==> src/rtl/regfile_write_arbiter_pkg.sv <==
// Shared constants for the 4-requester register-file write arbiter.
package regfile_write_arbiter_pkg;
  localparam int NREQ = 4;
  localparam int AW   = 3;

  localparam logic [0:0] ST_IDLE   = 1'b0;
  localparam logic [0:0] ST_COMMIT = 1'b1;

  function automatic logic [NREQ-1:0] onehot4(input logic [1:0] idx);
    logic [NREQ-1:0] v;
    v = 4'b0001 << idx;
    return v;
  endfunction
endpackage

==> src/rtl/regfile_write_arbiter_rr_arbiter4.sv <==
// Combinational round-robin pick: first requester at or after ptr (mod 4) wins.
module rr_arbiter4
  import regfile_write_arbiter_pkg::*;
(
  input  logic [NREQ-1:0] req,
  input  logic [1:0]      ptr,
  output logic [1:0]      winner,
  output logic            valid
);

  logic [1:0] idx;

  // Scan farthest offset first so the nearest requester overwrites the result.
  always_comb begin
    winner = ptr;
    valid  = 1'b0;
    idx    = ptr;
    for (int i = NREQ - 1; i >= 0; i--) begin
      idx = ptr + 2'(i);
      if (req[idx]) begin
        winner = idx;
        valid  = 1'b1;
      end
    end
  end

endmodule

==> src/rtl/regfile_write_arbiter.sv <==
// 8-entry register file with a two-cycle round-robin write arbiter for 4 requesters.
module regfile_write_arbiter
  import regfile_write_arbiter_pkg::*;
#(
  parameter int N     = 32,
  parameter int NREGS = 8
) (
  input  logic              clk,
  input  logic              rst_n,
  input  logic [NREQ-1:0]   req,
  input  logic [NREQ*AW-1:0] wr_addr,
  input  logic [NREQ*N-1:0] wr_data,
  output logic [NREQ-1:0]   gnt,
  input  logic [AW-1:0]     rd_addr,
  output logic [N-1:0]      rd_data,
  output logic              busy
);

  logic [0:0]      state_q, state_d;
  logic [1:0]      ptr_q, ptr_d;
  logic [1:0]      win_q, win_d;
  logic [AW-1:0]   addr_q, addr_d;
  logic [N-1:0]    data_q, data_d;
  logic [NREQ-1:0] gnt_q, gnt_d;
  logic [N-1:0]    regs_q [NREGS];
  logic            we;
  logic [1:0]      rr_win;
  logic            rr_valid;

  rr_arbiter4 u_rr (
    .req    (req),
    .ptr    (ptr_q),
    .winner (rr_win),
    .valid  (rr_valid)
  );

  // gnt is registered alongside the COMMIT transition so it is high exactly in COMMIT.
  always_comb begin
    state_d = state_q;
    ptr_d   = ptr_q;
    win_d   = win_q;
    addr_d  = addr_q;
    data_d  = data_q;
    gnt_d   = '0;
    we      = 1'b0;
    case (state_q)
      ST_IDLE: begin
        if (rr_valid) begin
          state_d = ST_COMMIT;
          win_d   = rr_win;
          addr_d  = wr_addr[AW*int'(rr_win) +: AW];
          data_d  = wr_data[N*int'(rr_win) +: N];
          gnt_d   = onehot4(rr_win);
        end
      end
      default: begin
        state_d = ST_IDLE;
        ptr_d   = win_q + 2'd1;
        we      = (addr_q != '0);
      end
    endcase
  end

  always_ff @(posedge clk or negedge rst_n) begin
    if (!rst_n) begin
      state_q <= ST_IDLE;
      ptr_q   <= '0;
      win_q   <= '0;
      addr_q  <= '0;
      data_q  <= '0;
      gnt_q   <= '0;
    end else begin
      state_q <= state_d;
      ptr_q   <= ptr_d;
      win_q   <= win_d;
      addr_q  <= addr_d;
      data_q  <= data_d;
      gnt_q   <= gnt_d;
    end
  end

  // Address 0 is never written, so entry 0 holds its reset value forever.
  always_ff @(posedge clk or negedge rst_n) begin
    if (!rst_n) begin
      for (int r = 0; r < NREGS; r++) regs_q[r] <= '0;
    end else if (we) begin
      regs_q[addr_q] <= data_q;
    end
  end

  assign rd_data = (rd_addr == '0) ? '0 : regs_q[rd_addr];
  assign gnt     = gnt_q;
  assign busy    = (state_q != ST_IDLE);

endmodule

==> config.mk <==
export PLATFORM = sky130hd
export DESIGN_NAME = regfile_write_arbiter
export DESIGN_NICKNAME = d
export VERILOG_FILES = /design/src/rtl/regfile_write_arbiter_pkg.sv /design/src/rtl/regfile_write_arbiter_rr_arbiter4.sv /design/src/rtl/regfile_write_arbiter.sv
export SDC_FILE = /design/constraint.sdc
export NUM_CORES = 1
export LEC_CHECK = 0
export BUFFER_PORTS_ARGS = -buffer_cell sky130_fd_sc_hd__buf_2
export CAP_MARGIN = 20
export CORE_UTILIZATION = 45
export DETAILED_ROUTE_END_ITERATION = 7
export GPL_ROUTABILITY_DRIVEN = 0
export PLACE_DENSITY = 0.77
export SLEW_MARGIN = 10
export SYNTH_ARGS = -nofsm -noshare
export SYNTH_HDL_FRONTEND = slang
export SYNTH_SLANG_ARGS = --single-unit
==> constraint.sdc <==
create_clock -name clk -period 1.8 [get_ports clk]
set_input_delay 0.36 -clock clk [delete_from_list [all_inputs] [get_ports clk]]
set_output_delay 0.36 -clock clk [all_outputs]
set_load 0.005 [all_outputs]
# Word level (Yosys, flattened, before mapping)
# Cells that the tools add are included.
[op_classes]
n_addsub = 4
mul = 1
magnitude_cmp = 7
shifts = 3
n_mux = 28
n_bitwise = 3
reduce_logical = 4
[ops]
columns = ["cell", "count"]
rows = [
  ["$bwmux W256", 1],
  ["$mux W32", 4],
  ["$shiftx A128 B8 Y32", 1],
  ["$bmux W32 S3", 1],
  ["$demux W32 S3", 1],
  ["$lt A2 B3 Y1 const B", 4],
  ["$shiftx A12 B5 Y3", 1],
  ["$mux W1", 11],
  ["$bmux W1 S2", 4],
  ["$ge A4 B4 Y1 const B", 2],
  ["$mux W2", 4],
  ["$mux W4", 2],
  ["$not A3 Y4", 2],
  ["$add A2 B1 Y2 const B", 2],
  ["$add A2 B2 Y2 const B", 2],
  ["$lt A4 B1 Y1 const B", 1],
  ["$mul A2 B2 Y4 const A", 1],
  ["$shl A1 B2 Y4 const A", 1],
  ["$logic_not A3 Y1", 1],
  ["$reduce_bool A3 Y1", 1],
  ["$reduce_and A2 Y1", 1],
  ["$logic_and A1 B1 Y1", 1],
  ["$not A1 Y1", 1],
]
[word_totals]
ff_bits = 300
in_bits = 149
out_inout_bits = 37
elab_cells = 64

# Logic depth before layout (Yosys ltp)
# Gate-level depths: netlist of the first run.
[logic_depth]
word_depth = 10
depth_mapped = 8
ltp_nobuf = 6

# Cells and area by module
# Synthesis of the first run repeated with hierarchy kept, for this count alone.
[unflattened]
cells_unflattened = 916
hier_area_um2 = 12992.5
[modules_own_cells]
columns = ["module", "n_inst", "cells_each", "area_each_um2", "seq_area_each_um2"]
rows = [
  ["regfile_write_arbiter", 1, 900, 12892.4, 6706.4],
  ["rr_arbiter4", 1, 16, 100.1, 0.0],
]

# Least setup slack after synthesis of the first run
# No wires, ideal clock.
[synth_timing]
path_kind = "input-to-output"
start = "input port rd_addr[0]"
end = "output port rd_data[10]"
t_arrival_ns = 1.591
required_ns = 1.440
setup_slack_ns = -0.151
stages = 4
path_buffers = 1
cell_sequence = "buf_1 -> mux4_2 -> nand2_1 -> o21ai_0"
[synth_via]
elab_chain_cells = 5
elab_cells_between_ends = 6
classes_between = "mux: 4; bitwise: 1; reduce/logical: 1"
[synth_rtl]
columns = ["element", "line_no", "source"]
rows = [
  ["start, declared", "regfile_write_arbiter.sv:14", "input logic [AW-1:0] rd_addr,"],
  ["$not A3 Y4 (not written as such)", "regfile_write_arbiter.sv:91", "assign rd_data = (rd_addr == '0) ? '0 : regs_q[rd_addr];"],
  ["$bmux W32 S3", "regfile_write_arbiter.sv:91", ""],
  ["$mux W32 (not written as such) (2 in series)", "regfile_write_arbiter.sv:91", ""],
  ["$mux W32 (*)", "regfile_write_arbiter.sv:91", ""],
  ["end, declared", "regfile_write_arbiter.sv:15", "output logic [N-1:0] rd_data,"],
]
# Mark *: on every way between the ends. The rest lies on a longest branch, timed or not. The select of a mux whose other input is x is not followed.

# Worst setup path in the final report of the first run
[layout_timing]
start = "register regs_q[30] (netlist bit)"
end = "output port rd_data[30]"
[layout_via]
elab_chain_cells = 4
[layout_rtl]
columns = ["element", "line_no", "source"]
rows = [
  ["start, declared", "regfile_write_arbiter.sv:25", "logic [N-1:0] regs_q [NREGS];"],
  ["start signal, assigned by index", "regfile_write_arbiter.sv:87", "regs_q[addr_q] <= data_q;"],
  ["$bmux W32 S3", "regfile_write_arbiter.sv:91", ""],
  ["$mux W32 (not written as such) (2 in series)", "regfile_write_arbiter.sv:91", ""],
  ["$mux W32", "regfile_write_arbiter.sv:91", ""],
]
# Every way passes these cells. The select of a mux whose other input is x is not followed.

==> results of run 1 <==
timing repair:
action / CTS / global route
gates resized for setup: 72 / 57
setup buffers: 12 / 7
gates cloned: 3 / 3
hold buffers: 1 / 0
setup endpoints to repair: 68 / 86
hold endpoints to repair: 37 / 0
pin swaps: 39 / 26
cells in the mapped netlist (all sizes together):
cell type  number
or2             1
and3            2
xnor2           1
clkbuf         45
dfrtp         268
a211o           1
a211oi         71
mux2i          36
mux4           32
nand4b          3
nand2b          2
a21oi           4
nand4           1
nor4bb          2
a31oi          35
buf            35
a2111oi         1
a22oi          31
o21ai          33
nor2           43
nor3            2
nor3b           1
inv            37
nand2          35
mux2          255
a21o            4
nor2b           3
power groups by stage:
stage	logic (W)	clock network, W	registers (W)
after floorplan	0.00707	0	0.0105
after global placement	0.00926	0	0.0112
after detailed placement	0.00951	0	0.0114
after CTS	0.0103	0.00582	0.0113
after global routing	0.0114	0.00602	0.0118
final	0.0106	0.00572	0.0114
state kept, by name, summed over array words and instances (netlist names):
name / cells
ptr_q: 2
data_q: 32
gnt: 4
addr_q: 3
win_q: 2
busy: 1
regs_q: 224
logic make-up (layout without fill, tap and decap cells):
logic type | after synthesis | after routing
XOR/XNOR | 1 | 1
AO/OA/AOI/OAI | 180 | 180
multiplexers | 323 | 323
buffers and inverters | 117 | 370
flip-flops | 268 | 268
AND/OR/NAND/NOR | 95 | 96
routing by layer:
layer  GRT usage (%)  part of all wire [%]  vias to the layer above
li1                -                     -                     4107
met1            30.1                    44                     4652
met2            37.5                    50                      230
met3            3.10                   4.4                       38
met4            6.23                   1.8                        0
met5               0                     0                        -
path summary, 6_finish.rpt:
check,from,to
min in group asynchronous,rst_n,regs_q[88]$_DFFE_PN0P_
worst max register to register,ptr_q[0]$_DFFE_PN0P_,data_q[16]$_DFFE_PN0P_
worst min register to register,regs_q[101]$_DFFE_PN0P_,regs_q[101]$_DFFE_PN0P_
worst min-delay path,wr_data[46],data_q[14]$_DFFE_PN0P_
max in group asynchronous,rst_n,data_q[18]$_DFFE_PN0P_
worst max-delay path,regs_q[30]$_DFFE_PN0P_,rd_data[30]
metrics by stage:
| step | setup slack (ns) | setup TNS, ns | utilization, % | hold WS (ns) |
|---|---|---|---|---|
| 2_1_floorplan | -0.0378 | -1.10 | - | 0.0644 |
| 3_3_place_gp | -0.234 | -10.11 | 52.8 | 0.290 |
| 3_5_place_dp | -0.248 | -10.71 | 52.8 | 0.298 |
| 4_1_cts | -0.266 | -7.60 | 57.2 | 0.133 |
| 5_1_grt | -0.309 | -9.19 | 58.2 | 0.133 |
| 6_report | -0.251 | -6.86 | 58.2 | 0.140 |
area by class of cell:
type	instances	share of cell area, %
flip-flops and latches	268	40.1
multi-input cells	600	37.8
repair buffers	285	13.0
clock buffers	42	5.10
well taps	384	2.87
inverters	37	0.829
clock inverters	6	0.351
tightest hold or removal path, stage by stage:
cell	delay (ns)
buf_2	0.08
a211oi_2	0.05
a211oi_2	0.13
==> results.yml, run 1 <==
status:
  status: "finished, violations left"
  violations: "negative setup slack"
worst_setup_path:
  regToRegSetupSlack_ns: -0.03
  worst_setup_path_end_kind: "output pin"
  critical_path_class: "reg -> out"
  cp.depth: 3
  required_ns: 1.44
  cp_top_family: "multiplexers"
  crit_path_max_fanout: 2
  cp_cell_sequence: "mux4_2 -> a21o_1 -> buf_2"
  path_buf_inv: 1
  crit_slowest_cell: "mux4_2"
  cp-start-kind: "flop"
  cpPeakStageDelay_ns: 0.46
  r2r_cells: 6
  cp.arrival_ns: 1.69
hold_path:
  hold_depth: 3
  hp-class: "in -> reg"
pwr:
  p_switching_w: 0.00893
  finalPower_w: 0.0277
  p_leak_nw: 7.20
  p_sw_share_pct: 32.2
  clockPowerShare_pct: 20.6
  power_frac_comb_pct: 38.3
  seqPwrFrac_pct: 41.1
  cellPowerDensity_mw_per_mm2: 1650
  internal-power_w: 0.0188
  irDropWorstVdd_mv: 0.811
route:
  drt_iter0_markers: 564
  drc: 0
  via_count: 9027
  viasPerCell: 5.57
  drt_pass1_iterations: 4
  ant_nets: 0
  routed_wl_um: 33100
  wl_per_cell_um: 20.4
synth:
  avgSynthCellArea_um2: 13.4
  synth_top_area_share_pct: 50.9
  syn-num-nets: 1133
  yosys.area.top_type: "dfrtp_1"
  synth_xor_area_share_pct: 0.0665
  muxShareOfSynthArea_pct: 30.0
  synthAdderAreaFrac_pct: 0
  synthCells: 984
  synth.distinct_cells: 39
  synth_area_leaders: "dfrtp_1 51%, mux2_2 21%, a211oi_2 5.5%"
  synth_top_family_by_area: "multiplexers"
  synth_simple_gate_area_share_pct: 3.25
  synth-seq-cells: 268
  synth_compound_area_share_pct: 11.6
  syn-cell-area_mm2: 0.0132
  yosysSeqAreaShare_pct: 50.9
  yosys_warnings: 0
cells_and_area:
  fillCellCount: 2242
  layout_commonest_cell: "dfrtp_1"
  regArea_mm2: 0.00671
  final_cells: 1622
  multi_input_area_mm2: 0.00633
  layout_common_cells: "266 x dfrtp_1, 251 x mux2_2, 182 x buf_2"
  area_delta_synth_final_pct: 27.1
  fin_nets: 1369
  drive_gt1_share_pct: 60.6
  postLayoutCellArea_mm2: 0.0167
  antenna-diode-count: 0
placement:
  postPlaceCellArea_mm2: 0.0152
  hpwl_um: 21400
  port_buffers: 185
  dp_cells: 1555
floorplan:
  io-pin-count: 186
  dieHeight_um: 173
  die_x_um: 173
  row_count: 62
  core_area_mm2: 0.0288
  start_util_pct: 45.8
  dieArea_mm2: 0.0300
flow_run:
  drv_cap: 0
grt:
  gr-total-overflow: 0
  track_usage_pct: 22.3
  antenna_found_initial: 0
  grt_pass1_wl_um: 52800
  grt_pass1_vias: 9675
  grt_max_degree: 57
cts:
  cts_tree: "built"
  cts.path.max_buffers: 3
  clk_pin_slew_ns: 0.06
  ctsRootBufferMaster: "clkbuf_16"
  clk_latency_ns: 0.54
  h-tree-depth: 1
  tritoncts_num_sinks: 268
  cts_buffers: 28
sta:
  fin_crit_ns: 2.05
  finalSetupViolCount: 37
  fmax_mhz: 487
  fin_skew_ns: 0.00740
  fin_crit_sh_pct: 114
  rsz0062_at_grt: "true"
  hold_viol: 0
  worst_pin_slew_ns: 0.435
  max_slew_margin_pct: 71.0
  fin_ws_ns: -0.251
  slew_violations: 0
(Power assumes the default switching activity.)
==> run 2: changes to the inputs <==
Settings changed: HOLD_SLACK_MARGIN from default to 0.02, SETUP_SLACK_MARGIN from default to 0.1.
==> results.yml, run 2 (synthesis gave the netlist of run 1 again) <==
status:
  status: "finished, violations left"
  violations: "negative setup slack"
placement:
  hpwl_um: 22500
  dp_slack_ns: -0.228
  port_buffers: 185
  dp_cells: 1553
worst_setup_path:
  cp_cell_sequence: "mux4_2 -> nand2_1 -> o21ai_1 -> buf_4 -> buf_6"
  worst_setup_path_end_kind: "output pin"
  required_ns: 1.44
  crit_slowest_cell: "mux4_2"
  cp-start-kind: "flop"
  cp.arrival_ns: 1.80
  critical_path_class: "reg -> out"
  cpPeakStageDelay_ns: 0.48
  crit_path_max_fanout: 2
floorplan:
  start_util_pct: 45.8
  row_count: 62
  io-pin-count: 186
  dieHeight_um: 173
  die_x_um: 173
  core_area_mm2: 0.0288
  dieArea_mm2: 0.0300
cells_and_area:
  layout_commonest_cell: "dfrtp_1"
  fin_nets: 1379
  fillCellCount: 2212
  top_register: "regs_q"
  antenna-diode-count: 0
  drive_gt1_share_pct: 61.2
  final_cells: 1636
  area_delta_synth_final_pct: 29.4
  layout_common_cells: "263 x dfrtp_1, 251 x mux2_2, 181 x buf_2"
  largest_reg_flops: 224
sta:
  finalSetupViolCount: 33
  fin_crit_sh_pct: 120
  rsz0062_at_grt: "true"
  fin_ws_ns: -0.356
  max_slew_margin_pct: 71.5
  fin_crit_ns: 2.16
  slew_violations: 0
  worst_pin_slew_ns: 0.427
  hold_viol: 0
  fin_skew_ns: 0.0218
  fmax_mhz: 464
route:
  routed_wl_um: 35600
  drc: 0
  ant_nets: 0
  viasPerCell: 5.63
  drt_pass1_iterations: 5
  wl_per_cell_um: 21.8
  via_count: 9216
  drt_iter0_markers: 546
grt:
  grt_max_degree: 61
  track_usage_pct: 23.5
  gr-total-overflow: 0
  grt_pass1_vias: 10100
  antenna_found_initial: 1
  grt_pass1_wl_um: 55600
hold_path:
  hp-class: "in -> reg"
flow_run:
  drv_cap: 0
pwr:
  cellPowerDensity_mw_per_mm2: 1660
  irDropWorstVdd_mv: 0.877
  p_leak_nw: 7.30
cts:
  clk_latency_ns: 0.54
  tritoncts_num_sinks: 268
  ctsRootBufferMaster: "clkbuf_16"
  cts_tree: "built"
  h-tree-depth: 1
  cts_buffers: 28
  clk_pin_slew_ns: 0.06
  cts.path.max_buffers: 3
## run 2: metal layers
layer	part of all wire (%)	up-vias	GRT usage, %
li1	-	4137	-
met1	42	4769	30.4
met4	1.8	0	6.31
met2	52	265	41.7
met5	0	-	0
met3	4.3	45	2.95
## run 2: power breakdown
part / internal [W] / leakage [nW] / switching, W
Sequential: 0.00913 / 3.09 / 0.00233
Combinational: 0.00650 / 3.77 / 0.00468
Clock: 0.00330 / 0.452 / 0.00233
## run 2: final timing paths
path | from | slack, ns | depth (start not counted) | end
worst max register to register | ptr_q[0]$_DFFE_PN0P_ | -0.01 | 7 | data_q[4]$_DFFE_PN0P_
worst max-delay path | regs_q[27]$_DFFE_PN0P_ | -0.36 | 5 | rd_data[27]
worst min-delay path | wr_data[53] | 0.14 | 3 | data_q[21]$_DFFE_PN0P_
min in group asynchronous | rst_n | 0.32 | 2 | regs_q[24]$_DFFE_PN0P_
worst min register to register | regs_q[101]$_DFFE_PN0P_ | 0.50 | 1 | regs_q[101]$_DFFE_PN0P_
max in group asynchronous | rst_n | 0.78 | 3 | regs_q[107]$_DFFE_PN0P_
## run 2: critical path: cells and delay by family (launching register included)
family | cells | cell delay, ns
multiplexers | 1 | 0.48
flip-flops | 1 | 0.38
buffers and inverters | 2 | 0.26
AND/OR/NAND/NOR | 1 | 0.08
AO/OA/AOI/OAI | 1 | 0.07
## run 2: through the flow
stage               util [%]  area (µm²)  hold slack, ns  TNS (ns)  total power, W
floorplan                  -       13200          0.0644         0          0.0176
global placement        52.9       15200           0.299     -9.02          0.0204
detailed placement      52.9       15200           0.300    -11.87          0.0209
CTS                     57.6       16600           0.124     -7.94          0.0275
global route            59.3       17100           0.138     -9.44          0.0298
finish                  59.3       17100           0.138     -7.49          0.0283
## run 2: area by class of cell
class / count / area, µm² / share of cell area [%]
clock buffer: 41 / 821 / 4.81
clock inverter: 11 / 86.3 / 0.506
inverter: 37 / 139 / 0.814
multi-input combinational: 600 / 6430 / 37.7
sequential: 268 / 6710 / 39.4
tap: 384 / 480 / 2.82
timing repair buffer: 295 / 2390 / 14.0
## run 2: timing repair
action | CTS | global route
pin swaps | 61 | 25
resized for setup | 89 | 65
hold buffers | 1 | 0
setup buffers | 10 | 11
endpoints found under the hold margin | 39 | 0
cloned | 5 | 7
setup endpoints to repair | 102 | 94
